**src/rtl/seg_display_reader.sv**
```systemverilog
// Reads back an HH:MM:SS active-low 7-segment display, debounces it, validates
// every digit and rebuilds the total-seconds count with a shift-add accumulator.
module seg_display_reader #(
    parameter int STABLE_CYCLES = 4,
    parameter int CNT_W         = 20
) (
    input  logic             clk,
    input  logic             rst_n,
    input  logic [6:0]       HEX0,
    input  logic [6:0]       HEX1,
    input  logic [6:0]       HEX2,
    input  logic [6:0]       HEX3,
    input  logic [6:0]       HEX4,
    input  logic [6:0]       HEX5,
    output logic [CNT_W-1:0] count,
    output logic             count_valid,
    input  logic             count_ready,
    output logic             err,
    output logic [2:0]       err_pos
);
    localparam int STAB_W = $clog2(STABLE_CYCLES);
    localparam logic [STAB_W-1:0] STAB_MAX = STAB_W'(STABLE_CYCLES - 1);

    typedef enum logic [2:0] {SAMPLE, DECODE, ACC1, ACC2, ACC3, OUT} state_t;

    state_t            state;
    logic [41:0]       hex_in;
    logic [41:0]       snap;
    logic [41:0]       last;
    logic [STAB_W-1:0] stab;
    logic              accepted;
    logic [5:0][3:0]   dreg;
    logic [CNT_W-1:0]  acc;
    logic [5:0][3:0]   dig;
    logic [5:0]        bad;
    logic [2:0]        bad_pos;

    function automatic logic [3:0] seg_decode(input logic [6:0] seg);
        case (seg)
            7'b1000000: seg_decode = 4'd0;
            7'b1111001: seg_decode = 4'd1;
            7'b0100100: seg_decode = 4'd2;
            7'b0110000: seg_decode = 4'd3;
            7'b0011001: seg_decode = 4'd4;
            7'b0010010: seg_decode = 4'd5;
            7'b0000010: seg_decode = 4'd6;
            7'b1111000: seg_decode = 4'd7;
            7'b0000000: seg_decode = 4'd8;
            7'b0010000: seg_decode = 4'd9;
            default:    seg_decode = 4'hF;
        endcase
    endfunction

    function automatic logic [STAB_W-1:0] sat_inc(input logic [STAB_W-1:0] v);
        return (v == STAB_MAX) ? v : v + STAB_W'(1);
    endfunction

    function automatic logic [CNT_W-1:0] ext(input logic [3:0] d);
        return CNT_W'(d);
    endfunction

    function automatic logic [CNT_W-1:0] mul10(input logic [CNT_W-1:0] x);
        return (x << 3) + (x << 1);
    endfunction

    function automatic logic [CNT_W-1:0] mul60(input logic [CNT_W-1:0] x);
        return (x << 5) + (x << 4) + (x << 3) + (x << 2);
    endfunction

    assign hex_in = {HEX5, HEX4, HEX3, HEX2, HEX1, HEX0};

    // Tens of minutes and tens of seconds are also illegal above 5.
    always_comb begin
        dig     = '0;
        bad     = '0;
        bad_pos = 3'd0;
        for (int i = 0; i < 6; i++) begin
            dig[i] = seg_decode(snap[7*i +: 7]);
            bad[i] = (dig[i] == 4'hF) || ((i == 1 || i == 3) && (dig[i] > 4'd5));
        end
        for (int i = 5; i >= 0; i--) begin
            if (bad[i]) bad_pos = 3'(i);
        end
    end

    always_ff @(posedge clk or negedge rst_n) begin
        if (!rst_n) begin
            state       <= SAMPLE;
            snap        <= '0;
            stab        <= '0;
            accepted    <= 1'b0;
            count       <= '0;
            count_valid <= 1'b0;
            err         <= 1'b0;
            err_pos     <= 3'd0;
        end else begin
            err <= 1'b0;
            case (state)
                SAMPLE: begin
                    if (stab == STAB_MAX && (snap != last || !accepted)) begin
                        state <= DECODE;
                    end else begin
                        snap <= hex_in;
                        stab <= (hex_in != snap) ? '0 : sat_inc(stab);
                    end
                end
                DECODE: begin
                    accepted <= 1'b1;
                    if (|bad) begin
                        err     <= 1'b1;
                        err_pos <= bad_pos;
                        state   <= SAMPLE;
                    end else begin
                        state <= ACC1;
                    end
                end
                ACC1: state <= ACC2;
                ACC2: state <= ACC3;
                ACC3: begin
                    count       <= mul60(acc) + mul10(ext(dreg[1])) + ext(dreg[0]);
                    count_valid <= 1'b1;
                    state       <= OUT;
                end
                OUT: begin
                    if (count_ready) begin
                        count_valid <= 1'b0;
                        stab        <= '0;
                        state       <= SAMPLE;
                    end
                end
                default: state <= SAMPLE;
            endcase
        end
    end

    // Datapath registers carry no reset; they are only read in states that follow their load.
    always_ff @(posedge clk) begin
        case (state)
            DECODE: begin
                last <= snap;
                dreg <= dig;
            end
            ACC1:    acc <= mul10(ext(dreg[5])) + ext(dreg[4]);
            ACC2:    acc <= mul60(acc) + mul10(ext(dreg[3])) + ext(dreg[2]);
            default: ;
        endcase
    end
endmodule

```
**config.mk**
```make
export PLATFORM = sky130hd
export DESIGN_NAME = seg_display_reader
export DESIGN_NICKNAME = d
export VERILOG_FILES = /design/src/rtl/seg_display_reader.sv
export SDC_FILE = /design/constraint.sdc
export NUM_CORES = 1
export LEC_CHECK = 0
export CORE_MARGIN = 2
export CORE_UTILIZATION = 40
export CTS_CLUSTER_SIZE = 40
export DETAILED_ROUTE_END_ITERATION = 7
export PLACE_DENSITY = 0.65
export SETUP_SLACK_MARGIN = 0.4
export SLEW_MARGIN = 20
export SYNTH_ARGS = -nofsm -noshare
export SYNTH_HDL_FRONTEND = slang
export SYNTH_SLANG_ARGS = --single-unit
```
**constraint.sdc**
```tcl
create_clock -name clk -period 6.34 [get_ports clk]
set_input_delay 1.268 -clock clk [delete_from_list [all_inputs] [get_ports clk]]
set_output_delay 1.268 -clock clk [all_outputs]
set_load 0.02 [all_outputs]
```
==> results.txt, run 1 <==
* Setup-failing EPs final: 0
* Global route overflow: 0
- After clock tree synthesis, the clock-pin slew on the worst setup and hold paths is 0.07 ns.
- The initial antenna violation count was 0.
- The number of slew-limit violations in the final report is 0.
- Proportion of power drawn by flip-flops and latches: 0.420
- Number of synthesized register bits: 157
* Power density relative to cell area: 304 nW/um2
* # rows: 59
- Final hold viol count: 0
- Classification of the worst setup path: flop to flop
- TritonCTS built the clock tree.
- In the final layout, the share of cells above drive strength 1 is 0.107.
- Yosys mapped the design onto 71 distinct sky130hd cell types.
* Internal power: 2.45 mW
- 70 I/O pins were placed.
* Proportion of power drawn by combinational gates: 0.269
- Most numerous cell in the Yosys netlist: sky130_fd_sc_hd__edfxtp_1
* Final-layout setup total negative slack: 0 ns
* DR pass1 iterations: 5
- Starting density of the core: 0.406
- Ys async rst share: 0.465
- Synthesized area: 10500 um2
- In the finished design, the share of the clock period the worst path needs comes to 0.752.
- Longest Clk Path Bufs: 2
- Max-cap violations in this run came to 0.
- Level count of the clock H-tree: 4
* Via count of the first global-routing pass: 7300
- Proportion of total power due to net switching: 0.333
- Clk sinks: 157
* Routed length per instance: 16.5 um
- Clock tree root buffer cell: sky130_fd_sc_hd__clkbuf_16
* Synth top area share: 0.239
- Overall power consumption: 3.68 mW
- Critical path required time: 6.68 ns
- Final min period: 4.77 ns
* Largest net degree at the start of global routing: 74
- For the worst setup path, the data arrival time is 5.11 ns.
- On the final layout, the worst clock skew is 0.0125 ns.
- Count of flip-flops with a built-in enable after synthesis: 84
* Critical path launch point type: flop
* Tot GR Track Use: 0.170
* Endpoint kind of the worst setup timing path: flop
- Max-slew headroom: 0.319
- Total Die Area: 27700 um2
- The average instance in the mapped netlist occupies 10.6 um2.
* Leading cell types by count after synthesis: sky130_fd_sc_hd__edfxtp_1, sky130_fd_sc_hd__nand2_1, sky130_fd_sc_hd__xnor2_1
- Horizontal die dimension: 166 um
- At the end of the flow, the number of nets in the layout was 1165.
* Signed area change from the synthesized netlist to the final layout: 15.0%
* Area of the multi-input gates: 5720 um2
* Number of inserted diodes: 0
- Fill count: 2402
- Fmax: 0.210 GHz
* Count of vias placed by the detailed router: 7238
* Dpl cell area: 11500 um2
- Final cell utilization of the core: 0.466
- Global placer's final weighted congestion: 0.809
- Measured slew at the worst slew-check pin: 1.02 ns
* Final wirelength: 22.7 mm
- Chip height: 166 um
* Final design instance area without fill: 12100 um2
- Cells after synthesis: 992
- During placement, the flow inserted port buffers numbering 69.
* Core ar.: 26000 um2
- Critical path fanouts, max: 5
* Count of unresolved DRC violations after routing: 0
- Leading register cell type out of synthesis: sky130_fd_sc_hd__edfxtp_1
- Number of hold buffers added after cts: 0
* IR drop worst, VDD: 0.177 mV
- DRC violation total after the first TritonRoute iteration: 408
- The share of total power dissipated in the clock network is 0.311.
- The sequential cells in the finished layout cover a total of 4350 um2.
* Switch Pwr: 1.22 mW
- Post-synth net total: 1130
* Insertion delay to the later sink of the worst-skew pair: 0.43 ns
* Setup repair after global routing missed its margin: false
- Status: completed
* Synth Warn #: 0
- In this run the worst hold path is classified as flop to flop.
- Clock buffers created by TritonCTS: 17
* Wire length of the first global-routing pass: 37.6 mm
- Number of nets with antenna violations after detailed routing: 0
- Once the clock tree was built, the resizer swapped 0 gates to a different size.
- Once the clock tree was built, the setup fixing pass inserted 0 buffers.
- Cell type with the highest aggregate area in the netlist: sky130_fd_sc_hd__edfxtp_1
* Half-perimeter wire length of the detailed placement result: 16.9 mm
* Seq/Total Area, Yosys: 0.413
* Via-per-instance ratio: 5.26
- Synth top area cells: sky130_fd_sc_hd__edfxtp_1, sky130_fd_sc_hd__dfrtp_1, sky130_fd_sc_hd__fa_1, sky130_fd_sc_hd__ha_1, sky130_fd_sc_hd__xnor2_1
* Leak: 4.64 nW
## path summary, 6_finish.rpt
kind / startpoint / to / slack [ns] / cells past startpoint
hold / removal: dreg[0] / count[0] / 0.46 / 2
setup / recovery: acc[0] / count[19] / 1.57 / 17
min in group asynchronous: rst_n / snap[1] / 0.87 / 1
max in group asynchronous: rst_n / err / 4.98 / 1
setup reg to reg: acc[0] / count[19] / 1.57 / 17
hold reg to reg: dreg[0] / count[0] / 0.46 / 2
## power groups by stage
stage / clock [mW] / sequential [mW] / combinational, mW
finish: 1.15 / 1.55 / 0.988
global route: 1.21 / 1.58 / 1.10
CTS: 1.16 / 1.54 / 1.01
detailed placement: 0 / 1.56 / 1.00
global placement: 0 / 1.56 / 0.979
floorplan: 0 / 1.49 / 0.696
## layout by cell type (no fill, tap or decap), drive strengths merged, types with 5 or more instances in the layout
cell	n
a21o	16
mux2	50
nand2	83
inv	79
nand4	17
nor2	40
nor3	26
o31ai	7
nand3b	7
nor3b	6
o21ai	51
o21a	7
ha	54
clkbuf	17
buf	5
nand3	10
or3	7
xor2	58
dfrtp	73
edfxtp	84
o211ai	6
nor2b	11
a21oi	37
fa	39
xnor2	75
clkdlybuf4s50	68
nand4b	5
nand2b	7
a31oi	15
nor4	16
## worst max-delay path, stage by stage (launching register included)
cell	delay (ns)
sky130_fd_sc_hd__edfxtp_1	0.50
sky130_fd_sc_hd__fa_1	0.59
sky130_fd_sc_hd__xor2_1	0.17
sky130_fd_sc_hd__ha_1	0.29
sky130_fd_sc_hd__ha_1	0.21
sky130_fd_sc_hd__inv_1	0.07
sky130_fd_sc_hd__fa_1	0.48
sky130_fd_sc_hd__inv_1	0.06
sky130_fd_sc_hd__ha_1	0.28
sky130_fd_sc_hd__ha_1	0.30
sky130_fd_sc_hd__ha_1	0.29
sky130_fd_sc_hd__o21ai_0	0.11
sky130_fd_sc_hd__a21boi_0	0.24
sky130_fd_sc_hd__o21ai_0	0.14
sky130_fd_sc_hd__a21o_1	0.25
sky130_fd_sc_hd__nand4b_4	0.20
sky130_fd_sc_hd__o31a_1	0.27
sky130_fd_sc_hd__o31ai_1	0.22
## flip-flops by register name, summed over array words and instances (netlist names)
signal and flops:
last 42, accepted 1, dreg 24, acc 18, snap 42, err_pos 3, count 20, stab 2
state 3, count_valid 1, err 1
## kinds of logic after synthesis
| family | Yosys count | share of synthesized area |
|---|---|---|
| XOR/XNOR | 133 | 0.113 |
| AND/OR/NAND/NOR | 256 | 0.127 |
| buffers and inverters | 127 | 0.0471 |
| flip-flops | 157 | 0.413 |
| multiplexers | 51 | 0.0544 |
| adder cells (fa/ha/maj) | 93 | 0.138 |
| AO/OA/AOI/OAI | 175 | 0.108 |
## per-stage QoR
stage | hold slack [ns] | setup WS, ns | std cells
after floorplan | 0.415 | 1.92 | 992
after global placement | 0.444 | 1.69 | 1342
after detailed placement | 0.446 | 1.56 | 1342
after CTS | 0.463 | 1.52 | 1374
after global routing | 0.495 | 1.19 | 1375
final | 0.457 | 1.57 | 1375
## cell type report
cell class | count | area share
Tap cell | 335 | 0.0346
Clock buffer | 17 | 0.0351
Timing Repair Buffer | 73 | 0.0599
Clock inverter | 15 | 0.0184
Inverter | 70 | 0.0217
Multi-Input combinational cell | 708 | 0.472
Sequential cell | 157 | 0.359
## routing by layer
layer,wire length (um),track usage
met5,0,0
met2,11800,0.305
met3,593,0.0250
met1,9920,0.214
met4,369,0.0472
No activity file was read; power rests on OpenSTA's default activity.
==> inputs of run 2 (changes only) <==
Settings changed: PLACE_DENSITY 0.65 to 0.63.
Clock period 6.34 ns to 4.4 ns, I/O delays scaled along.
==> run 2 against run 1 <==
Compared with the run above: clock power up 32%; via count increased by 2.5%; count of clock-buffer cells in the layout unchanged; routed wire length is 4.2% higher; sequential share of layout area decreased by 1.3 points; critical path depth grew 2; worst setup slack worse by 1.3 ns; die area did not move; register-to-register slack worse by 1.3 ns; worst hold slack lost 0.020 ns; combinational power increased by 53%; maximum frequency is 16% higher; critical endpoint is now count[15].
==> results.txt, run 2 (same netlist as run 1, synthesis figures left out) <==
* Insertion delay to the later sink of the worst-skew pair: 0.44 ns (was 0.43 ns)
- The class of the most critical hold timing path is flop to flop (unchanged).
- The startpoint of the lowest-slack hold path was dreg[0] (unchanged).
- The number of H-tree levels is 4 (unchanged).
- The leakage power figure was 4.80 nW (was 4.64 nW).
- Most common cell type on the critical path: sky130_fd_sc_hd__ha_4 (was sky130_fd_sc_hd__ha_1)
* Wire length of the first global-routing pass: 38.8 mm (was 37.6 mm)
* Number of cells in the finished layout apart from fillers: 1404 (was 1375)
- Global route overflow: 0 (unchanged)
- The final number of setup-violating endpoints was 0 (unchanged).
* Period Utilization, post-route: 0.937 (was 0.752)
- Power density relative to cell area: 417 nW/um2 (was 304 nW/um2)
- The sum of net half-perimeters after detailed placement was 17.3 mm (was 16.9 mm).
- The final-stage net count came to 1194 (was 1165).
- Fmax: 0.243 GHz (was 0.210 GHz)
- Final min period: 4.12 ns (was 4.77 ns)
- The overall routing resource usage is 0.176 (was 0.170).
* TritonCTS clock tree: done (unchanged)
* Measured slew at the worst slew-check pin: 0.855 ns (was 1.02 ns)
- Longest Clk Path Bufs: 2 (unchanged)
- Chip height: 166 um (unchanged)
- The I/O pin count is 70 (unchanged).
* Via-per-instance ratio: 5.28 (was 5.26)
- DR pass1 iterations: 7 (was 5)
- Worst slack at placement: -0.0390 ns (was 1.56 ns)
* Largest registers in the final layout: last x42, snap x42, dreg x24 (unchanged)
- Final wirelength: 23.6 mm (was 22.7 mm)
- Status: completed (unchanged).
- Count of unresolved DRC violations after routing: 0 (unchanged)
* Total Die Area: 27700 um2 (unchanged)
- Final hold viol count: 0 (unchanged)
- The post-route antenna net violation count came to 0 (unchanged).
- Setup repair after global routing missed its margin: true (was false).
* Core ar.: 26000 um2 (unchanged)
- Number of antenna violations at the first check in global routing: 0 (unchanged)
- The number of buffers added by the clock tree synthesis step was 17 (unchanged).
- The worst slew margin relative to its limit was 0.425 (was 0.319).
* Commonest non-fill, non-tap cell in the layout: sky130_fd_sc_hd__edfxtp_1 (unchanged)
- The arrival time at the worst endpoint came to 4.45 ns (was 5.11 ns).
- The number of slew-limit violations in the final report came to 0 (unchanged).
- The number of DRC violations after detailed-routing iteration 0 was 457 (was 408).
- The total power is 5.24 mW (was 3.68 mW).
- The largest stage delay on the critical path is 0.61 ns (was 0.59 ns).
- The startpoint type of the worst setup path was a flop (unchanged).
* Cells traversed along the worst timing path: fa_2 > xor2_1 > ha_1 > ha_4 > inv_2 > fa_1 > inv_2 > ha_4 > ha_4 > ha_4 > o21ai_2 > a21boi_4 > o21ai_2 > a21o_1 > buf_4 > buf_4 > nor2b_2 > xnor2_1 > o21ai_1 (was fa_1 > xor2_1 > ha_1 > ha_1 > inv_1 > fa_1 > inv_1 > ha_1 > ha_1 > ha_1 > o21ai_0 > a21boi_0 > o21ai_0 > a21o_1 > nand4b_4 > o31a_1 > o31ai_1)
- The count of buffers inserted at the top-level ports came to 69 (unchanged).
- Final cell utilization of the core: 0.484 (was 0.466)
* # rows: 59 (unchanged)
- Critical Path Start: acc[2] (was acc[0])
- Final clock skew: 0.0265 ns (was 0.0125 ns)
- The clock-pin slew on the worst setup and hold paths came to 0.07 ns (about the same).
* Global placer's final weighted congestion: 0.795 (was 0.809)
- The endpoint required time on the critical path came to 4.73 ns (was 6.68 ns).
- Commonest cells after routing, fill and taps aside: sky130_fd_sc_hd__edfxtp_1, sky130_fd_sc_hd__nand2_1, sky130_fd_sc_hd__dfrtp_1 (was sky130_fd_sc_hd__edfxtp_1, sky130_fd_sc_hd__nand2_1, sky130_fd_sc_hd__xnor2_1)
- The antenna diode instance count came to 0 (unchanged).
- The fraction of layout instances using a drive strength above 1 is 0.171 (was 0.107).
- The pin count of the biggest net entering global routing is 74 (unchanged).
- Routed length per instance: 16.8 um (was 16.5 um)
- The root cell of the clock tree is sky130_fd_sc_hd__clkbuf_16 (unchanged).
* Final worst-path setup slack: 0.277 ns (was 1.57 ns)
- The number of global-route vias before repair is 7448 (was 7300).
* Clk sinks: 157 (unchanged)
* Critical path fanouts, max: 3 (was 5)
- The type of the setup path with the least slack is flop to flop (unchanged).
* Signed area change from the synthesized netlist to the final layout: 19.3% (was 15.0%)
* Number of max-cap violations: 0 (unchanged)
* IR drop worst, VDD: 0.268 mV (was 0.177 mV)
- Endpoint kind of the worst setup timing path: flop (unchanged)
- The starting utilization of the core area was 0.406 (unchanged).
* Number of placed instances, taps included: 1356 (was 1342)
- Cell with the largest stage delay on the worst path: sky130_fd_sc_hd__fa_2 (was sky130_fd_sc_hd__fa_1)
- The horizontal die dimension came to 166 um (unchanged).
- The number of vias in the routed layout was 7418 (was 7238).
- The critical register-to-register path startpoint is acc[2] (was acc[0]).
==> run 2: cell types whose count changed in the layout (fill, tap and decap cells not counted), moves of 4 or more <==
cell / previous run / this run
sky130_fd_sc_hd__o21ai_2: 1 / 7
sky130_fd_sc_hd__xnor2_2: 1 / 5
sky130_fd_sc_hd__xnor2_1: 74 / 70
sky130_fd_sc_hd__a21oi_1: 34 / 30
sky130_fd_sc_hd__inv_1: 70 / 65
sky130_fd_sc_hd__inv_2: 0 / 5
sky130_fd_sc_hd__ha_4: 0 / 8
sky130_fd_sc_hd__buf_4: 3 / 31
sky130_fd_sc_hd__ha_1: 54 / 46
sky130_fd_sc_hd__o21ai_0: 47 / 37
sky130_fd_sc_hd__o21ai_1: 3 / 7
==> run 2: path summary, 6_finish.rpt <==
kind	end	slack, ns	cells past startpoint
max reg2reg	count[15]	0.28	19
min in group asynchronous	snap[5]	0.48	1
max	count[15]	0.28	19
min reg2reg	count[0]	0.44	2
max in group asynchronous	err	3.41	1
min	count[0]	0.44	2
==> run 2: repair_timing <==
item,in CTS,in global routing
gates cloned,0,0
setup buffers,10,5
pin swaps,32,26
hold buffers,0,0
setup endpoints to repair,20,21
gates resized for setup,29,22
==> run 2: routing by layer <==
metal / routed length (um) / global-route usage / vias to the layer above
met1: 10300 / 0.222 / 3577
met5: 0 / 0 / -
met3: 751 / 0.0293 / 44
met2: 11800 / 0.302 / 158
met4: 771 / 0.0723 / 0
li1: - / - / 3639
==> run 2: critical path, delay by kind of cell, from the launching register on <==
family,cells,cell delay [ns]
AO/OA/AOI/OAI,5,0.58
AND/OR/NAND/NOR,1,0.11
flip-flops,1,0.44
adder cells (fa/ha/maj),7,2.19
buffers and inverters,4,0.45
XOR/XNOR,2,0.27
==> run 2: layout make-up <==
cell class	count	area, um2
fill	2362	13400
multi-input combinational	708	6000
sequential	157	4350
timing repair buffer	102	947
clock buffer	17	425
tap	335	419
inverter	70	263
clock inverter	15	170
==> run 2: where the power goes <==
| part | total (mW) | internal [mW] | switching, mW |
|---|---|---|---|
| registers | 2.22 | 1.86 | 0.358 |
| clock network | 1.52 | 0.812 | 0.703 |
| logic | 1.51 | 0.744 | 0.761 |
==> run 2: through the flow <==
step	instance area, um2	hold slack [ns]	setup TNS (ns)
final	12600	0.437	0
after global routing	12600	0.500	0
after CTS	12400	0.445	0
after detailed placement	11600	0.428	-0.0390
after global placement	11600	0.431	0
after floorplan	10600	0.415	0
==> inputs of run 3 (changes only) <==
Settings changed: CAP_MARGIN from default to 20, CORE_ASPECT_RATIO from default to 1.4, CORE_UTILIZATION 40 to 60, PLACE_DENSITY 0.63 to 0.86.
==> run 3 against run 2 <==
Compared with the run above: critical endpoint is now acc[17]; first-iteration DRC count increased by 57%; sequential power about the same; largest power group unchanged; clock power is 5% lower; critical path depth down 2; non-clock buffer count decreased by 4.
==> results.txt, run 3 (same netlist as run 1, synthesis figures left out) <==
- The number of buffers inserted for hold repair after clock tree synthesis was 0 (unchanged).
* Classification of the worst setup path: flop to flop (unchanged)
- Cell with the largest stage delay on the worst path: sky130_fd_sc_hd__fa_2 (unchanged)
- The cell area power density was 420 nW/um2 (was 417 nW/um2).
- Fmax: 0.235 GHz (was 0.243 GHz)
- The maximum fanout encountered on the critical timing path is 5 (was 3).
- Delay-heaviest family, CP: adder cells (unchanged)
* Via count of the first global-routing pass: 8055 (was 7448)
- Total Die Area: 18700 um2 (was 27700 um2)
- Endpoint kind of the worst setup timing path: flop (unchanged)
- Status: completed (unchanged).
* Clock tree root buffer cell: sky130_fd_sc_hd__clkbuf_16 (unchanged)
- Longest Clk Path Bufs: 2 (unchanged)
* Insertion delay to the later sink of the worst-skew pair: 0.43 ns (was 0.44 ns)
- Routed length per instance: 19.4 um (was 16.8 um)
* Final-stage net count: 1190 (was 1194)
- Crit path depth: 17 (was 19)
- The fraction of layout instances using a drive strength above 1 is 0.167 (was 0.171).
- Setup repair after global routing missed its margin: true (unchanged)
- The final number of setup-violating endpoints was 0 (unchanged).
- The number of DRC violations after detailed-routing iteration 0 came to 716 (was 457).
* Crit path arrival time: 4.40 ns (was 4.45 ns)
* Chip height: 161 um (was 166 um)
- The final cell area excluding filler cells came to 12400 um2 (was 12600 um2).
* Global placer's final weighted congestion: 0.895 (was 0.795)
- The starting utilization of the core area is 0.611 (was 0.406).
- The post-detailed-route DRC marker count is 0 (unchanged).
* Critical path launch point type: flop (unchanged)
- Largest net degree at the start of global routing: 74 (unchanged)
- Hold Path Sink: accepted (was count[0])
- The most common cell after layout, fill and taps aside was sky130_fd_sc_hd__edfxtp_1 (unchanged).
- The first-pass GRT wire length is 39.6 mm (was 38.8 mm).
- The pin slew with the least headroom to its limit is 1.06 ns (was 0.855 ns).
* Half-perimeter wire length of the detailed placement result: 17.6 mm (was 17.3 mm)
- The number of slew-limit violations in the final report was 0 (unchanged).
* Class of the worst hold path: flop to flop (unchanged)
- TritonCTS clock tree: done (unchanged)
* Post-CTS clock slew at the launch and capture registers of the worst setup and hold paths: 0.06 ns (was 0.07 ns)
- The setup slack at placement came to -0.0794 ns (was -0.0390 ns).
* Start point of the worst hold path: accepted (was dreg[0])
* Overall power consumption: 5.21 mW (was 5.24 mW)
* Number of input and output port buffers inserted: 69 (unchanged)
- The post-route antenna net violation count was 0 (unchanged).
* # rows: 57 (was 59)
- Final clock skew: 0.0127 ns (was 0.0265 ns)
- The initial antenna violation count is 0 (unchanged).
* Critical path required time: 4.55 ns (was 4.73 ns)
- The max-cap check violation count is 0 (unchanged).
* Via-per-instance ratio: 6.03 (was 5.28)
- Core ar.: 17300 um2 (was 26000 um2)
* Number of inserted diodes: 0 (unchanged)
* Final worst-path setup slack: 0.150 ns (was 0.277 ns)
- Count of vias placed by the detailed router: 7841 (was 7418)
* Final min period: 4.25 ns (was 4.12 ns)
- The I/O pin count came to 70 (unchanged).
* Signed area change from the synthesized netlist to the final layout: 17.6% (was 19.3%)
* Largest registers in the final layout: last x42, snap x42, dreg x24 (unchanged)
- Leak: 4.76 nW (was 4.80 nW)
* Final wirelength: 25.3 mm (was 23.6 mm)
- Final cell utilization of the core: 0.718 (was 0.484)
- Clk sinks: 157 (unchanged)
- Worst setup slack for register-to-register paths: 0.15 ns (was 0.28 ns)
* Commonest cells after routing, fill and taps aside: sky130_fd_sc_hd__edfxtp_1, sky130_fd_sc_hd__nand2_1, sky130_fd_sc_hd__dfrtp_1 (unchanged)
- Cells traversed along the worst timing path: fa_2 > xor2_1 > ha_1 > a21o_1 > inv_1 > fa_1 > inv_2 > ha_4 > ha_1 > ha_4 > inv_1 > a21oi_2 > o21ai_2 > a21oi_2 > nand4_1 > xnor2_1 > nor2_1 (was fa_2 > xor2_1 > ha_1 > ha_4 > inv_2 > fa_1 > inv_2 > ha_4 > ha_4 > ha_4 > o21ai_2 > a21boi_4 > o21ai_2 > a21o_1 > buf_4 > buf_4 > nor2b_2 > xnor2_1 > o21ai_1).
- The cell depth of the worst flop-to-flop path is 17 (was 19).
* Level count of the clock H-tree: 4 (unchanged)
* Tot GR Track Use: 0.276 (was 0.176)
* Max-slew headroom: 0.291 (was 0.425)
* Dpl cell area: 11400 um2 (was 11600 um2)
- Clock buffers created by TritonCTS: 17 (unchanged)
- Horizontal die dimension: 116 um (was 166 um)
* Worst reg2reg startpoint: acc[2] (unchanged)
* Global route overflow: 0 (unchanged)
- DR pass1 iterations: 5 (was 7)
* Slowest cell delay on critical path: 0.64 ns (was 0.61 ns)
* Bufs and invs on worst path: 3 (was 4)
- Critical register-to-register path endpoint: acc[17] (was count[15])
- The worst hold path stage count is 1 (was 2).
- The largest voltage drop on the vdd net was 0.341 mV (was 0.268 mV).
- The part of the cycle the worst path needs was 0.966 (was 0.937).
- The count of endpoints failing hold in the final timing report was 0 (unchanged).
## run 3: layout make-up
| cell class | instances | area, um2 |
|---|---|---|
| Clock buffer | 21 | 472 |
| Tap cell | 236 | 295 |
| Inverter | 70 | 263 |
| Clock inverter | 11 | 105 |
| Fill cell | 1144 | 4860 |
| Timing Repair Buffer | 98 | 930 |
| Sequential cell | 157 | 4350 |
| Multi-Input combinational cell | 708 | 5980 |
## run 3: how the worst max path moves through the flow
stage / start / slack (ns) / endpoint
after detailed placement: acc[1] / -0.08 / count[19]
after CTS: acc[0] / 0.17 / count[19]
after global routing: acc[2] / -0.02 / acc[17]
final: acc[2] / 0.15 / acc[17]
after floorplan: acc[0] / 0.18 / count[19]
after global placement: acc[1] / 0.08 / count[19]
## run 3: what timing repair did
item / in CTS / in global routing
pin swaps: 20 / 23
endpoints found under the setup margin: 21 / 21
buffers inserted: 13 / 4
gates resized for setup: 26 / 30
## run 3: stage by stage
stage          setup TNS, ns  cells  hold slack, ns
6_report                   0   1301           0.479
4_1_cts                    0   1296           0.478
2_1_floorplan              0    992           0.415
5_1_grt              -0.0348   1301           0.498
3_5_place_dp         -0.0794   1251           0.460
3_3_place_gp               0   1251           0.425
## run 3: worst reg2reg max path: stages (launching register included)
cell,delay (ns)
sky130_fd_sc_hd__edfxtp_1,0.45
sky130_fd_sc_hd__fa_2,0.64
sky130_fd_sc_hd__xor2_1,0.16
sky130_fd_sc_hd__ha_1,0.17
sky130_fd_sc_hd__a21o_1,0.13
sky130_fd_sc_hd__inv_1,0.07
sky130_fd_sc_hd__fa_1,0.52
sky130_fd_sc_hd__inv_2,0.07
sky130_fd_sc_hd__ha_4,0.16
sky130_fd_sc_hd__ha_1,0.33
sky130_fd_sc_hd__ha_4,0.30
sky130_fd_sc_hd__inv_1,0.05
sky130_fd_sc_hd__a21oi_2,0.14
sky130_fd_sc_hd__o21ai_2,0.09
sky130_fd_sc_hd__a21oi_2,0.25
sky130_fd_sc_hd__nand4_1,0.17
sky130_fd_sc_hd__xnor2_1,0.22
sky130_fd_sc_hd__nor2_1,0.06
## run 3: layer usage
layer  up-vias  global-route usage  wire length [um]
li1       3611                   -                 -
met1      3833               0.290              8750
met2       287               0.494             13600
met3       110              0.0464              1070
met4         0               0.185              1870
met5         -                   0                 0
## run 3: report_power, final
part	switching, mW	internal, mW
Sequential	0.366	1.86
Clock	0.610	0.833
Combinational	0.785	0.749
Total	1.76	3.45
